**config.mk**
```make
export PLATFORM = sky130hd
export DESIGN_NAME = regfile_wb_arbiter
export DESIGN_NICKNAME = d
export VERILOG_FILES = /design/src/rtl/regfile_pkg.sv /design/src/rtl/rr_arbiter2.sv /design/src/rtl/regfile_wb_arbiter.sv
export SDC_FILE = /design/constraint.sdc
export NUM_CORES = 1
export LEC_CHECK = 0
export BUFFER_PORTS_ARGS = -buffer_cell sky130_fd_sc_hd__buf_2
export CELL_PAD_IN_SITES_DETAIL_PLACEMENT = 0
export CELL_PAD_IN_SITES_GLOBAL_PLACEMENT = 1
export CORE_ASPECT_RATIO = 1.2
export CORE_MARGIN = 2
export CORE_UTILIZATION = 34
export CTS_CLUSTER_DIAMETER = 80
export CTS_CLUSTER_SIZE = 30
export DETAILED_ROUTE_END_ITERATION = 8
export GPL_ROUTABILITY_DRIVEN = 0
export HOLD_SLACK_MARGIN = 0.08
export PLACE_DENSITY_LB_ADDON = 0.1
export SLEW_MARGIN = 20
export SYNTH_ARGS = -nofsm -noshare
export SYNTH_HDL_FRONTEND = slang
export SYNTH_SLANG_ARGS = --single-unit
```
**constraint.sdc**
```tcl
create_clock -name clk -period 2.2 [get_ports clk]
set_input_delay 0.11 -clock clk [delete_from_list [all_inputs] [get_ports clk]]
set_output_delay 0.11 -clock clk [all_outputs]
set_load 0.05 [all_outputs]
```
**src/rtl/regfile_pkg.sv**
```systemverilog
// Shared definitions for the register-file writeback path: widths and the
// writeback source encoding used by the round-robin pointer.
package regfile_pkg;
    localparam int ADDR_W   = 4;
    localparam int DATA_W   = 16;
    localparam int CNT_W    = 8;
    localparam int NUM_REGS = 1 << ADDR_W;

    typedef enum logic {
        SRC_ALU = 1'b0,
        SRC_MEM = 1'b1
    } wb_src_e;
endpackage

```
**src/rtl/rr_arbiter2.sv**
```systemverilog
// Two-way round-robin arbiter. req[0]/gnt[0] is the ALU side and req[1]/gnt[1]
// is the MEM side. The pointer names the side that wins a tie.
module rr_arbiter2
    import regfile_pkg::*;
(
    input  logic       clk,
    input  logic       rst,
    input  logic [1:0] req,
    output logic [1:0] gnt
);
    wb_src_e ptr_q;
    wb_src_e ptr_d;

    always_comb begin
        gnt   = 2'b00;
        ptr_d = ptr_q;
        if (!rst) begin
            if (req == 2'b11)
                gnt = (ptr_q == SRC_ALU) ? 2'b01 : 2'b10;
            else
                gnt = req;
        end
        // After an accept, the side that lost the grant wins the next tie
        if (gnt[0])
            ptr_d = SRC_MEM;
        else if (gnt[1])
            ptr_d = SRC_ALU;
    end

    always_ff @(posedge clk) begin
        if (rst)
            ptr_q <= SRC_ALU;
        else
            ptr_q <= ptr_d;
    end
endmodule

```
**src/rtl/regfile_wb_arbiter.sv**
```systemverilog
// Shares the register-file write port between ALU and load writeback, with one
// output register stage, a pending-write mask and a saturating conflict counter.
module regfile_wb_arbiter
    import regfile_pkg::*;
#(
    parameter int ADDR_W = regfile_pkg::ADDR_W,
    parameter int DATA_W = regfile_pkg::DATA_W,
    parameter int CNT_W  = regfile_pkg::CNT_W
) (
    input  logic                 clk,
    input  logic                 rst,
    input  logic                 alu_valid,
    output logic                 alu_ready,
    input  logic [ADDR_W-1:0]    alu_dst,
    input  logic [DATA_W-1:0]    alu_data,
    input  logic                 mem_valid,
    output logic                 mem_ready,
    input  logic [ADDR_W-1:0]    mem_dst,
    input  logic [DATA_W-1:0]    mem_data,
    output logic                 write_reg,
    output logic [ADDR_W-1:0]    dst_reg,
    output logic [DATA_W-1:0]    dst_data,
    output logic [2**ADDR_W-1:0] pending_mask,
    output logic [CNT_W-1:0]     conflict_cnt
);
    logic [1:0] gnt;
    logic       wr_vld;

    rr_arbiter2 u_arb (
        .clk (clk),
        .rst (rst),
        .req ({mem_valid, alu_valid}),
        .gnt (gnt)
    );

    assign alu_ready = gnt[0];
    assign mem_ready = gnt[1];

    always_ff @(posedge clk) begin
        if (rst) begin
            wr_vld   <= 1'b0;
            dst_reg  <= '0;
            dst_data <= '0;
        end else begin
            wr_vld <= |gnt;
            if (gnt[0]) begin
                dst_reg  <= alu_dst;
                dst_data <= alu_data;
            end else if (gnt[1]) begin
                dst_reg  <= mem_dst;
                dst_data <= mem_data;
            end
        end
    end

    // Gating with rst drops a write that is in flight when reset arrives
    assign write_reg = wr_vld & ~rst;

    always_comb begin
        pending_mask = '0;
        if (!rst) begin
            if (write_reg) pending_mask[dst_reg] = 1'b1;
            if (alu_valid) pending_mask[alu_dst] = 1'b1;
            if (mem_valid) pending_mask[mem_dst] = 1'b1;
        end
    end

    always_ff @(posedge clk) begin
        if (rst)
            conflict_cnt <= '0;
        else if (alu_valid && mem_valid && conflict_cnt != {CNT_W{1'b1}})
            conflict_cnt <= conflict_cnt + 1'b1;
    end
endmodule

```
### Word level (Yosys, flattened, before mapping)

Cells that the tools add are included.

| word-level totals | value |
|---|---|
| register bits after elaboration | 30 |
| input port bits | 44 |
| output and inout bits | 47 |
| logic and storage cells | 46 |

| cells by class | value |
|---|---|
| $add $sub $neg | 1 |
| $lt $le $gt $ge | 6 |
| equality and inequality tests | 2 |
| mux-type cells | 21 |
| bitwise gates (word level) | 4 |
| reductions and logical operators | 7 |

Operators by type and width:

| operator | number |
|---|---|
| $mux W16 | 8 |
| $or A16 B16 Y16 | 2 |
| $lt A4 B5 Y1 const B | 3 |
| $demux W1 S4 | 3 |
| $ge A4 B1 Y1 const B | 3 |
| $add A8 B1 Y8 const B | 1 |
| $mux W4 | 2 |
| $ne A8 B8 Y1 const B | 1 |
| $mux W2 | 3 |
| $logic_and A1 B1 Y1 | 5 |
| $mux W1 | 5 |
| $eq A2 B2 Y1 const B | 1 |
| $reduce_bool A2 Y1 | 1 |
| $reduce_or A2 Y1 | 1 |
| $and A1 B1 Y1 | 1 |
| $not A1 Y1 | 1 |

### Depth between registers and ports, before layout

| depth | value |
|---|---|
| depth in word-level cells | 12 |
| gate-level depth with buffers | 6 |

### Cells and area by module

A second synthesis with hierarchy kept.

| second synthesis, totals | value |
|---|---|
| cell total of the unflattened synthesis | 204 |
| area total of the unflattened synthesis | 1894.3 um^2 |

Modules (own cells, without submodules):

| module | times used | cells an instance | area an instance (um^2) | seq. area each (um^2) |
|---|---|---|---|---|
| regfile_wb_arbiter | 1 | 197 | 1825.5 | 580.6 |
| rr_arbiter2 | 1 | 7 | 68.8 | 20.0 |

### Least setup slack after synthesis

Ideal clock, no wire load.

| path | value |
|---|---|
| kind | reg-to-output |
| start | register wr_vld |
| end | output port pending_mask[12] |
| arrival | 2.402 ns |
| data required time | 2.090 ns |
| path slack | -0.312 ns |
| stages on the path, launching flop included | 5 |
| buffers on the path | 0 |
| cells stage by stage | dfxtp_1 -> nor2b_1 -> nor3b_1 -> nand3_1 -> a21oi_1 |

| on the way | value |
|---|---|
| word-level cells in the longest chain between the ends | 9 |

RTL lines:

| item | line | RTL |
|---|---|---|
| from (decl) | regfile_wb_arbiter.sv:27 | `logic wr_vld;` |
| from (signal assigned) | regfile_wb_arbiter.sv:45 | `wr_vld <= \|gnt;` |
| $and A1 B1 Y1 * | regfile_wb_arbiter.sv:57 | `assign write_reg = wr_vld & ~rst;` |
| net write_reg | regfile_wb_arbiter.sv:20 | `output logic write_reg,` |
| $mux W16 * | regfile_wb_arbiter.sv:62 | `if (write_reg) pending_mask[dst_reg] = 1'b1;` |
| $mux W16 * | regfile_wb_arbiter.sv:61 | `if (!rst) begin` |
| $or A16 B16 Y16 (no line) | -- |  |
| $mux W16 * | regfile_wb_arbiter.sv:63 | `if (alu_valid) pending_mask[alu_dst] = 1'b1;` |
| $mux W16 * | regfile_wb_arbiter.sv:61 |  |
| $or A16 B16 Y16 (no line) | -- |  |
| $mux W16 * | regfile_wb_arbiter.sv:64 | `if (mem_valid) pending_mask[mem_dst] = 1'b1;` |
| $mux W16 * | regfile_wb_arbiter.sv:61 |  |
| to (decl) | regfile_wb_arbiter.sv:23 | `output logic [2**ADDR_W-1:0] pending_mask,` |

The timed path passes the listed nets; every way through them passes the cells marked *. The select of a mux whose other input is x is not followed.

### Final worst setup path

| path | value |
|---|---|
| start | register wr_vld |
| end | output port pending_mask[0] |

| on the way | value |
|---|---|
| word-level cells in the longest chain between the ends | 9 |

RTL lines:

| item | line |
|---|---|
| $and A1 B1 Y1 * | regfile_wb_arbiter.sv:57 |
| $mux W16 * | regfile_wb_arbiter.sv:62 |
| $mux W16 * | regfile_wb_arbiter.sv:61 |
| $or A16 B16 Y16 (no line) | -- |
| $mux W16 * | regfile_wb_arbiter.sv:63 |
| $mux W16 * | regfile_wb_arbiter.sv:61 |
| $or A16 B16 Y16 (no line) | -- |
| $mux W16 * | regfile_wb_arbiter.sv:64 |
| $mux W16 * | regfile_wb_arbiter.sv:61 |

Every way passes the cells marked *; elsewhere a longest branch is shown, timed or not. The select of a mux whose other input is x is not followed.

==> qor.txt <==
# diodes - 0
Hold Fails Final Rpt - 0
Final nets - 344
Clk pin slew, worst setup/hold paths - 70 ps
R2R setup slack - 560 ps
fin util - 0.473
fin crit period - 1980 ps
CP max stage delay - 500 ps
final instance area - 2350 um2
Critical Path Start - wr_vld$_SDFF_PP0_
Post-DP Area - 2260 um2
Seq/Total Area, Yosys - 0.340
Initial DRC Count - 85
routed vias - 1,956
clock buffer depth - 2
TritonCTS clock tree - built
part of the cycle the worst path needs - 0.899
CTS sink cnt - 30
# IOs - 91
GRT overflow - 0
first-pass GRT wire length - 8.55 mm
# Max-Cap Violations - 0
final setup violation count - 0
max reg flops - 16
Crit. End Element - primary output
syn_area_per_cell - 8.37 um2
WP buf/inv - 1
Crit Path Category - register to primary output
count of cell types in the netlist - 41
unrepaired setup endpoints after global routing - false
layout cells sized above 1 - 0.367
postcts setup bufs - 0
total track usage - 0.179
Post-DRT Antenna Nets - 0
FMAX - 0.506 GHz
DRC errors left - 0
CP delay by family, top - simple AND/OR/NAND/NOR gates
CTS Root Buffer Type - clkbuf_8
largest cells by area after synthesis - dfxtp_1 34%, mux2i_1 7.9%, nor2_1 7.2%, a211oi_1 5.5%, a222oi_1 4.5%
Pwr Density - 617 nW/um2
Post-synth EDFFs - 0
Die W - 69.8 um
dpl hpwl - 3.82 mm
routed vias/inst - 5.43
Yosys reg bits - 30
CP arrival - 1870 ps
Synth Instances - 211
worst path required time - 2090 ps
port bufs - 90
cell area after synthesis - 1770 um2
cts bufs inserted - 5
relative slew slack - 0.574
Worst Reg-to-Reg Cells - 5
vias in the first global route - 1,810
Synth Flop Type - dfxtp_1
Hold WC Path Type - input pin to register
end of the critical path - pending_mask[0]
fraction of registers with async set/reset - 0
routed length per instance - 14.6 um
first-pass detailed-route iteration total - 4
Worst path depth - 5
initial antenna violation count - 0
area occupied by registers - 601 um2
worst-skew pair later-pin latency - 270 ps
Worst setup SP type - register
Area growth syn-to-layout - 33.2%
DIE AREA - 5790 um2
status - complete, no violations
actual slew at the worst max-slew pin - 638 ps
most common library cells after synthesis - 34 x nor2_1, 30 x dfxtp_1, 15 x a21oi_1, 15 x nand2_1, 14 x mux2i_1
slack of the critical path - 223 ps
FF-to-FF End - conflict_cnt[5]$_SDFFE_PP0P_
count leader, synth - nor2_1
syn nets - 256
cts repair resizes - 0
total length of routed wires - 5.25 mm
Pwr Total - 1450 uW
Critical Path Fanout Max - 5
cts hold-fix bufs - 0
Starting Density - 0.355
setup_tns - 0 ps
share of the synthesized area in the top cell type - 0.340
Worst R2R Start - conflict_cnt[0]$_SDFFE_PP0P_
Worst VDD drop - 337 uV
LEAKAGE - 0.00107 uW
Yosys top cell by area - dfxtp_1
pre-CTS WS - 566 ps
Clock Skew - 7.41 ps
row cnt - 28
crit-path cells - nor2b_2 -> nor3b_1 -> a222oi_1 -> nor2_1 -> buf_2
CP max stage cell - nor3b_1
H-tree levels - 2
Final Max Tran Viols - 0
Ys Warns - 0
area of the multi-input gates - 1090 um2
largest net degree at the start of global routing - 48
core region area - 4970 um2
overall die height - 82.9 um
FILL cells - 531
routing by layer:
layer	track usage	share of wire	up-vias
met1	0.232	0.45	890
met4	0.0647	0.012	0
li1	-	-	969
met5	0	0	-
met3	0.0461	0.076	6
met2	0.287	0.46	91
cell families after synthesis:
kind of cell    after synthesis  share of synthesized area
flops                        30                      0.340
simple gates                 84                      0.243
xor+xnor                      4                     0.0198
buf+inv                      16                     0.0461
fa+ha+maj                     1                    0.00709
mux                          14                     0.0794
compound gates               62                      0.264
how the worst min path moves through the flow:
stage | startpoint | endpoint | slack [ps] | cells past startpoint
floorplan | alu_data[6] | dst_data[6]$_SDFFE_PP0P_ | 290 | 2
global placement | mem_data[8] | dst_data[8]$_SDFFE_PP0P_ | 380 | 3
detailed placement | mem_data[15] | dst_data[15]$_SDFFE_PP0P_ | 390 | 3
CTS | mem_data[15] | dst_data[15]$_SDFFE_PP0P_ | 100 | 3
global route | alu_data[13] | dst_data[13]$_SDFFE_PP0P_ | 100 | 3
finish | mem_data[15] | dst_data[15]$_SDFFE_PP0P_ | 100 | 3
where the power goes:
| group | switching [uW] | total (uW) | internal [uW] |
|---|---|---|---|
| Sequential | 25.1 | 602 | 577 |
| Clock | 204 | 455 | 251 |
| Combinational | 276 | 393 | 117 |
worst reg2reg max path: cells and delay by family, from the launching register on:
family / cells / cell delay, ps
adder cells (fa/ha/maj): 1 / 240
AND/OR/NAND/NOR: 2 / 670
flip-flops: 1 / 340
AO/OA/AOI/OAI: 2 / 330
placed cells by master, fill, tap and decap left out, types with 2 or more instances in the layout:
master,synthesis,layout
a222oi_1,8,8
o31ai_1,2,2
clkbuf_8,0,6
nand3_1,7,7
a211oi_1,13,13
buf_4,3,4
a31oi_1,3,3
mux2i_1,14,14
a22oi_1,10,10
o2111ai_1,2,2
nand2_1,15,15
a32oi_1,2,2
xor2_1,3,3
and3b_1,4,4
o21a_1,2,2
buf_2,2,90
a21oi_1,15,14
inv_1,2,2
or4_1,2,2
nor3b_1,2,2
and3_1,4,4
dfxtp_1,30,30
and2_1,2,2
nand3b_1,2,2
nor2b_1,7,6
nor2_1,34,34
layout make-up:
class | instances | share of cell area
Sequential cell | 30 | 0.255
Inverter | 3 | 0.00479
Multi-Input combinational cell | 165 | 0.463
Timing Repair Buffer | 94 | 0.204
Clock buffer | 6 | 0.0351
Tap cell | 60 | 0.0319
Clock inverter | 2 | 0.00532
stage by stage:
stage,cells,hold slack (ps)
after global routing,360,103
final,360,102
after global placement,352,383
after detailed placement,352,392
after floorplan,211,292
after CTS,360,99.8
(Power assumes the default switching activity.)
